## config.mk

```make
export PLATFORM = sky130hd
export DESIGN_NAME = ecc_operand_framer
export DESIGN_NICKNAME = d
export VERILOG_FILES = /design/src/rtl/ecc_operand_framer.sv
export SDC_FILE = /design/constraint.sdc
export NUM_CORES = 1
export LEC_CHECK = 0
export BUFFER_PORTS_ARGS = -buffer_cell sky130_fd_sc_hd__buf_2
export CORE_UTILIZATION = 35
export DETAILED_ROUTE_END_ITERATION = 8
export PLACE_DENSITY_LB_ADDON = 0.1
export SLEW_MARGIN = 20
export SYNTH_ARGS = -nofsm -noshare
export SYNTH_HDL_FRONTEND = slang
export SYNTH_SLANG_ARGS = --single-unit
```

## constraint.sdc

```tcl
create_clock -name i_clk -period 13.9 [get_ports i_clk]
set_input_delay 0 -clock i_clk [delete_from_list [all_inputs] [get_ports i_clk]]
set_output_delay 0 -clock i_clk [all_outputs]
set_load 0.03 [all_outputs]
```

## src/rtl/ecc_operand_framer.sv

```systemverilog
`default_nettype none
// ---------------------------------------------------------------------------
// ecc_operand_framer : digit-serial operand assembler and launcher for the kP core
// Rev 1.0
// ---------------------------------------------------------------------------
module ecc_operand_framer #(
  parameter int WIDTH   = 32,
  parameter int DIGIT_W = 4,
  parameter int TIMEOUT = 15000,
  parameter int TO_W    = 14
) (
  input  logic               i_clk,
  input  logic               i_rst,
  input  logic               i_start,
  input  logic [DIGIT_W-1:0] a,
  input  logic [DIGIT_W-1:0] prime,
  input  logic [DIGIT_W-1:0] k,
  input  logic [DIGIT_W-1:0] Px,
  input  logic [DIGIT_W-1:0] Py,
  output logic               o_core_start,
  output logic [WIDTH-1:0]   o_a,
  output logic [WIDTH-1:0]   o_prime,
  output logic [WIDTH-1:0]   o_k,
  output logic [WIDTH-1:0]   o_px,
  output logic [WIDTH-1:0]   o_py,
  input  logic               i_core_done,
  input  logic [WIDTH-1:0]   i_core_x,
  input  logic [WIDTH-1:0]   i_core_y,
  output logic [WIDTH-1:0]   final_output_1,
  output logic [WIDTH-1:0]   final_output_2,
  output logic               final_done,
  output logic               o_err_param,
  output logic               o_timeout,
  output logic               o_busy
);

  localparam int DIGITS = WIDTH / DIGIT_W;
  localparam int DC_W   = (DIGITS > 1) ? $clog2(DIGITS) : 1;
  localparam logic [DC_W-1:0] DC_LAST = DC_W'(DIGITS - 1);
  localparam logic [TO_W-1:0] TO_LAST = TO_W'(TIMEOUT - 1);

  localparam logic [2:0] S_IDLE  = 3'd0;
  localparam logic [2:0] S_LOAD  = 3'd1;
  localparam logic [2:0] S_CHECK = 3'd2;
  localparam logic [2:0] S_START = 3'd3;
  localparam logic [2:0] S_WAIT  = 3'd4;
  localparam logic [2:0] S_DONE  = 3'd5;

  logic [2:0]      state;
  logic [2:0]      state_nxt;
  logic [DC_W-1:0] dcnt;
  logic [TO_W-1:0] tcnt;
  logic            shift_en;
  logic            prime_bad;
  logic            to_hit;

  // Digit 0 is captured on the accepting edge, so IDLE also shifts.
  assign shift_en  = ((state == S_IDLE) && i_start) || (state == S_LOAD);
  assign prime_bad = (o_prime[WIDTH-1:1] == '0) || !o_prime[0];
  assign to_hit    = (tcnt == TO_LAST);

  always_ff @(posedge i_clk or posedge i_rst) begin
    if (i_rst) begin
      state <= S_IDLE;
    end else begin
      state <= state_nxt;
    end
  end

  always_comb begin
    state_nxt = state;
    case (state)
      S_IDLE:  if (i_start) state_nxt = (DIGITS == 1) ? S_CHECK : S_LOAD;
      S_LOAD:  if (dcnt == DC_LAST) state_nxt = S_CHECK;
      S_CHECK: state_nxt = prime_bad ? S_DONE : S_START;
      S_START: state_nxt = S_WAIT;
      S_WAIT:  if (i_core_done || to_hit) state_nxt = S_DONE;
      S_DONE:  state_nxt = S_IDLE;
      default: state_nxt = S_IDLE;
    endcase
  end

  always_comb begin
    o_core_start = (state == S_START);
    final_done   = (state == S_DONE);
    o_busy       = (state != S_IDLE);
  end

  always_ff @(posedge i_clk or posedge i_rst) begin
    if (i_rst) begin
      o_a            <= '0;
      o_prime        <= '0;
      o_k            <= '0;
      o_px           <= '0;
      o_py           <= '0;
      dcnt           <= '0;
      tcnt           <= '0;
      final_output_1 <= '0;
      final_output_2 <= '0;
      o_err_param    <= 1'b0;
      o_timeout      <= 1'b0;
    end else begin
      if (shift_en) begin
        o_a     <= WIDTH'({o_a, a});
        o_prime <= WIDTH'({o_prime, prime});
        o_k     <= WIDTH'({o_k, k});
        o_px    <= WIDTH'({o_px, Px});
        o_py    <= WIDTH'({o_py, Py});
      end
      case (state)
        S_IDLE: begin
          if (i_start) begin
            dcnt           <= DC_W'(1);
            final_output_1 <= '0;
            final_output_2 <= '0;
            o_err_param    <= 1'b0;
            o_timeout      <= 1'b0;
          end
        end
        S_LOAD:  dcnt <= dcnt + 1'b1;
        S_CHECK: if (prime_bad) o_err_param <= 1'b1;
        S_START: tcnt <= '0;
        S_WAIT: begin
          tcnt <= tcnt + 1'b1;
          // A completion on the terminal-count cycle takes priority over the abort.
          if (i_core_done) begin
            final_output_1 <= i_core_x;
            final_output_2 <= i_core_y;
          end else if (to_hit) begin
            o_timeout      <= 1'b1;
            final_output_1 <= '0;
            final_output_2 <= '0;
          end
        end
        default: ;
      endcase
    end
  end

endmodule
`default_nettype wire

```

==> run_results.csv <==
group,metric,value,unit
logic_synthesis,yosys-top-cells-area,"dfrtp_1, mux2_2, a22o_1",
floorplan,core.rowCount,59,
finish,multi_input_area,0.00305,mm²
timing,fin_crit_sh,0.167,
setup_path,critPathSlowestCell,"nor3b_1",
clocking,clockBufferDepth,3,
logic_synthesis,synthArstFlopShare,1.00,
clocking,cts-root-buf,"clkbuf_16",
floorplan,core-area,0.0262,mm²
floorplan,die_w,166,µm
placement,port_buffers,316,
timing,hold_ws,0.185,ns
floorplan,die_area,0.0275,mm²
finish,sequential_cell_area,0.00616,mm²
timing,fmax,432,MHz
routing,viasPerCell,4.81,
setup_path,crit_type,"register to register",
logic_synthesis,syn_nets,705,
grt,antenna_found_initial,0,
status,run_status,"finished with violations",
grt,grt_pass1_vias,6832,
timing,slew_viol_final,0,
logic_synthesis,synth_top_cell_by_area,"dfrtp_1",
logic_synthesis,synth_area,0.00939,mm²
clocking,clk_pin_slew,0.06,ns
floorplan,initial_core_util,0.358,
timing,worst_slew_pin_slew,1.03,ns
floorplan,die_h,166,µm
timing,finalSetupViolations,0,
clocking,cts_made_buffers,29,
setup_path,worstPathMaxFanout,64,
logic_synthesis,yosys_register_bits,246,
clocking,cts_tree,"built",
logic_synthesis,synth-main-ff-cell,"dfrtp_1",
logic_synthesis,ys_seq_area_frac,0.656,
routing,ant_nets,0,
logic_synthesis,post_synth.cell_area_avg,15.3,µm²
grt,overflow,0,
setup_path,worstPathRequired,14.36,ns
timing,period_needed,2.32,ns
min_path,holdCritPathClass,"input pin to async pin",
setup_path,end_kind,"register",
timing,finClkSkew,0.0127,ns
routing,drt-total-wl,23.2,mm
logic_synthesis,synth_cell_types,38,
timing,hold_viol,0,
setup_path,cp_slowest_stage_delay,0.61,ns
placement,post-dp-hpwl,14.8,mm
finish,fin_nets,1108,
grt,grt_start_max_net_pins,164,
finish,diodes,0,
setup_path,cp-start-kind,"register",
placement,gp_congestion,0.757,
floorplan,ios,317,
clocking,htreeDepth,1,
clocking,cts_setup_buffers,0,
finish,area_growth,40.0,%
routing,dr.first_iter.drc_count,420,
routing,wl_per_cell,16.9,µm
clocking,clock_latency,0.53,ns
clocking,hold_buffers,87,
setup_path,crit_arrival,2.77,ns
finish,drive_gt1_frac,0.522,
power,vdd_ir_drop_max,0.174,mV
timing,rsz0062_at_grt,"false",
clocking,ctsResizeCount,0,
clocking,cts.sinks,246,
grt,grt_first_pass_wirelength,37.5,mm
logic_synthesis,synth_top_area_frac,0.656,
logic_synthesis,synth_warnings,0,
setup_path,cp_cell_sequence,"nor3b_1 > and2_2 > buf_4 > a22o_1",
logic_synthesis,synth_edf_count,0,
status,failed_checks,"DRC",
power,power.density,271,mW/mm²
finish,num-fill-cells,2303,
routing,drt_pass1_iterations,8,
power,p_leak,0.00638,µW
grt,grt_usage,0.167,
logic_synthesis,syn_inst,614,
flow_run,maxCapViolCount,0,
timing,fin_setup_tns,0,ns
routing,vias,6609,
timing,slew_headroom,0.311,
routing,post-route-drc-count,23,
-- cell type report --
class	count	share of cell area
multi-input combinational	328	0.232
tap	335	0.0319
clock buffer	41	0.0670
sequential	246	0.468
inverter	3	0.00143
timing repair buffer	409	0.191
clock inverter	11	0.00866
-- final timing paths --
path,start,end,slack (ns),cells past startpoint
worst min register to register,tcnt[13],tcnt[13],0.48,1
worst max register to register,state[2],final_output_2[10],11.58,4
worst max-delay path,state[2],final_output_2[10],11.58,4
min in group i_clk,Py[2],o_py[2],0.23,3
max in group asynchronous,i_rst,o_a[5],11.60,5
worst min-delay path,i_rst,o_py[5],0.19,3
-- metrics by stage --
| step | power [µW] | instances | cell area (µm²) | setup slack, ns | utilization |
|---|---|---|---|---|---|
| 2_1_floorplan | 2340 | 614 | 9390 | 7.14 | - |
| 3_3_place_gp | 2790 | 1234 | 11300 | 11.38 | 0.431 |
| 3_5_place_dp | 2800 | 1234 | 11300 | 11.41 | 0.431 |
| 4_1_cts | 3610 | 1373 | 13100 | 11.42 | 0.502 |
| 5_1_grt | 3760 | 1373 | 13100 | 11.12 | 0.502 |
| 6_report | 3560 | 1373 | 13100 | 11.58 | 0.502 |
-- where the power goes --
part           internal [µW]  leakage (µW)  switching [µW]  total [µW]
registers               1010       0.00305             220        1230
clock network            475      0.000499             291         766
logic                    609       0.00283             955        1560
-- cells in the final DEF, fill, tap and decap left out, types with 5 or more instances in the layout --
| master | count |
|---|---|
| nand4_1 | 5 |
| dlygate4sd3_1 | 87 |
| mux2_2 | 160 |
| nor2_1 | 9 |
| o21ai_0 | 10 |
| buf_4 | 5 |
| nand2_1 | 21 |
| clkbuf_8 | 11 |
| dfrtp_1 | 246 |
| nor4_1 | 7 |
| clkbuf_16 | 29 |
| buf_2 | 316 |
| mux2i_1 | 8 |
| clkinv_2 | 7 |
| a22o_1 | 67 |
-- logic make-up after synthesis --
kind of cell,after synthesis,synth area share
flip-flops,246,0.656
multiplexers,168,0.200
AO/OA/AOI/OAI,89,0.0762
AND/OR/NAND/NOR,68,0.0409
buffers and inverters,40,0.0229
adder cells (fa/ha/maj),3,0.00400
-- worst max-delay path, delay by kind of cell, from the launching register on --
family          cells  cell delay [ns]
simple gates        2             0.86
flops               1             0.55
buf+inv             1             0.54
compound gates      1             0.26
-- state kept, by name, summed over array words and instances (netlist names) --
signal	count
final_output_1	32
final_output_2	32
o_a	32
o_k	32
o_prime	32
o_px	32
o_py	32
tcnt	14
dcnt	3
state	3
o_err_param	1
o_timeout	1
-- cell usage after synthesis (4+ instances only) --
cell,number
dfrtp_1,246
mux2_2,160
a22o_1,67
nand2_1,21
buf_2,19
o21ai_0,11
clkbuf_1,10
nor2_1,9
mux2i_1,8
nor4_1,7
buf_6,5
nand4_1,5
a21oi_1,4
nand3_1,4
nor3_1,4
-- layer usage --
layer / track usage / up-vias / routed length (µm)
met4: 0.0520 / 0 / 642
li1: - / 3069 / -
met2: 0.268 / 209 / 10800
met3: 0.0448 / 44 / 1520
met1: 0.222 / 3287 / 10300
met5: 0 / - / 0
No activity file was read; power rests on OpenSTA's default activity.
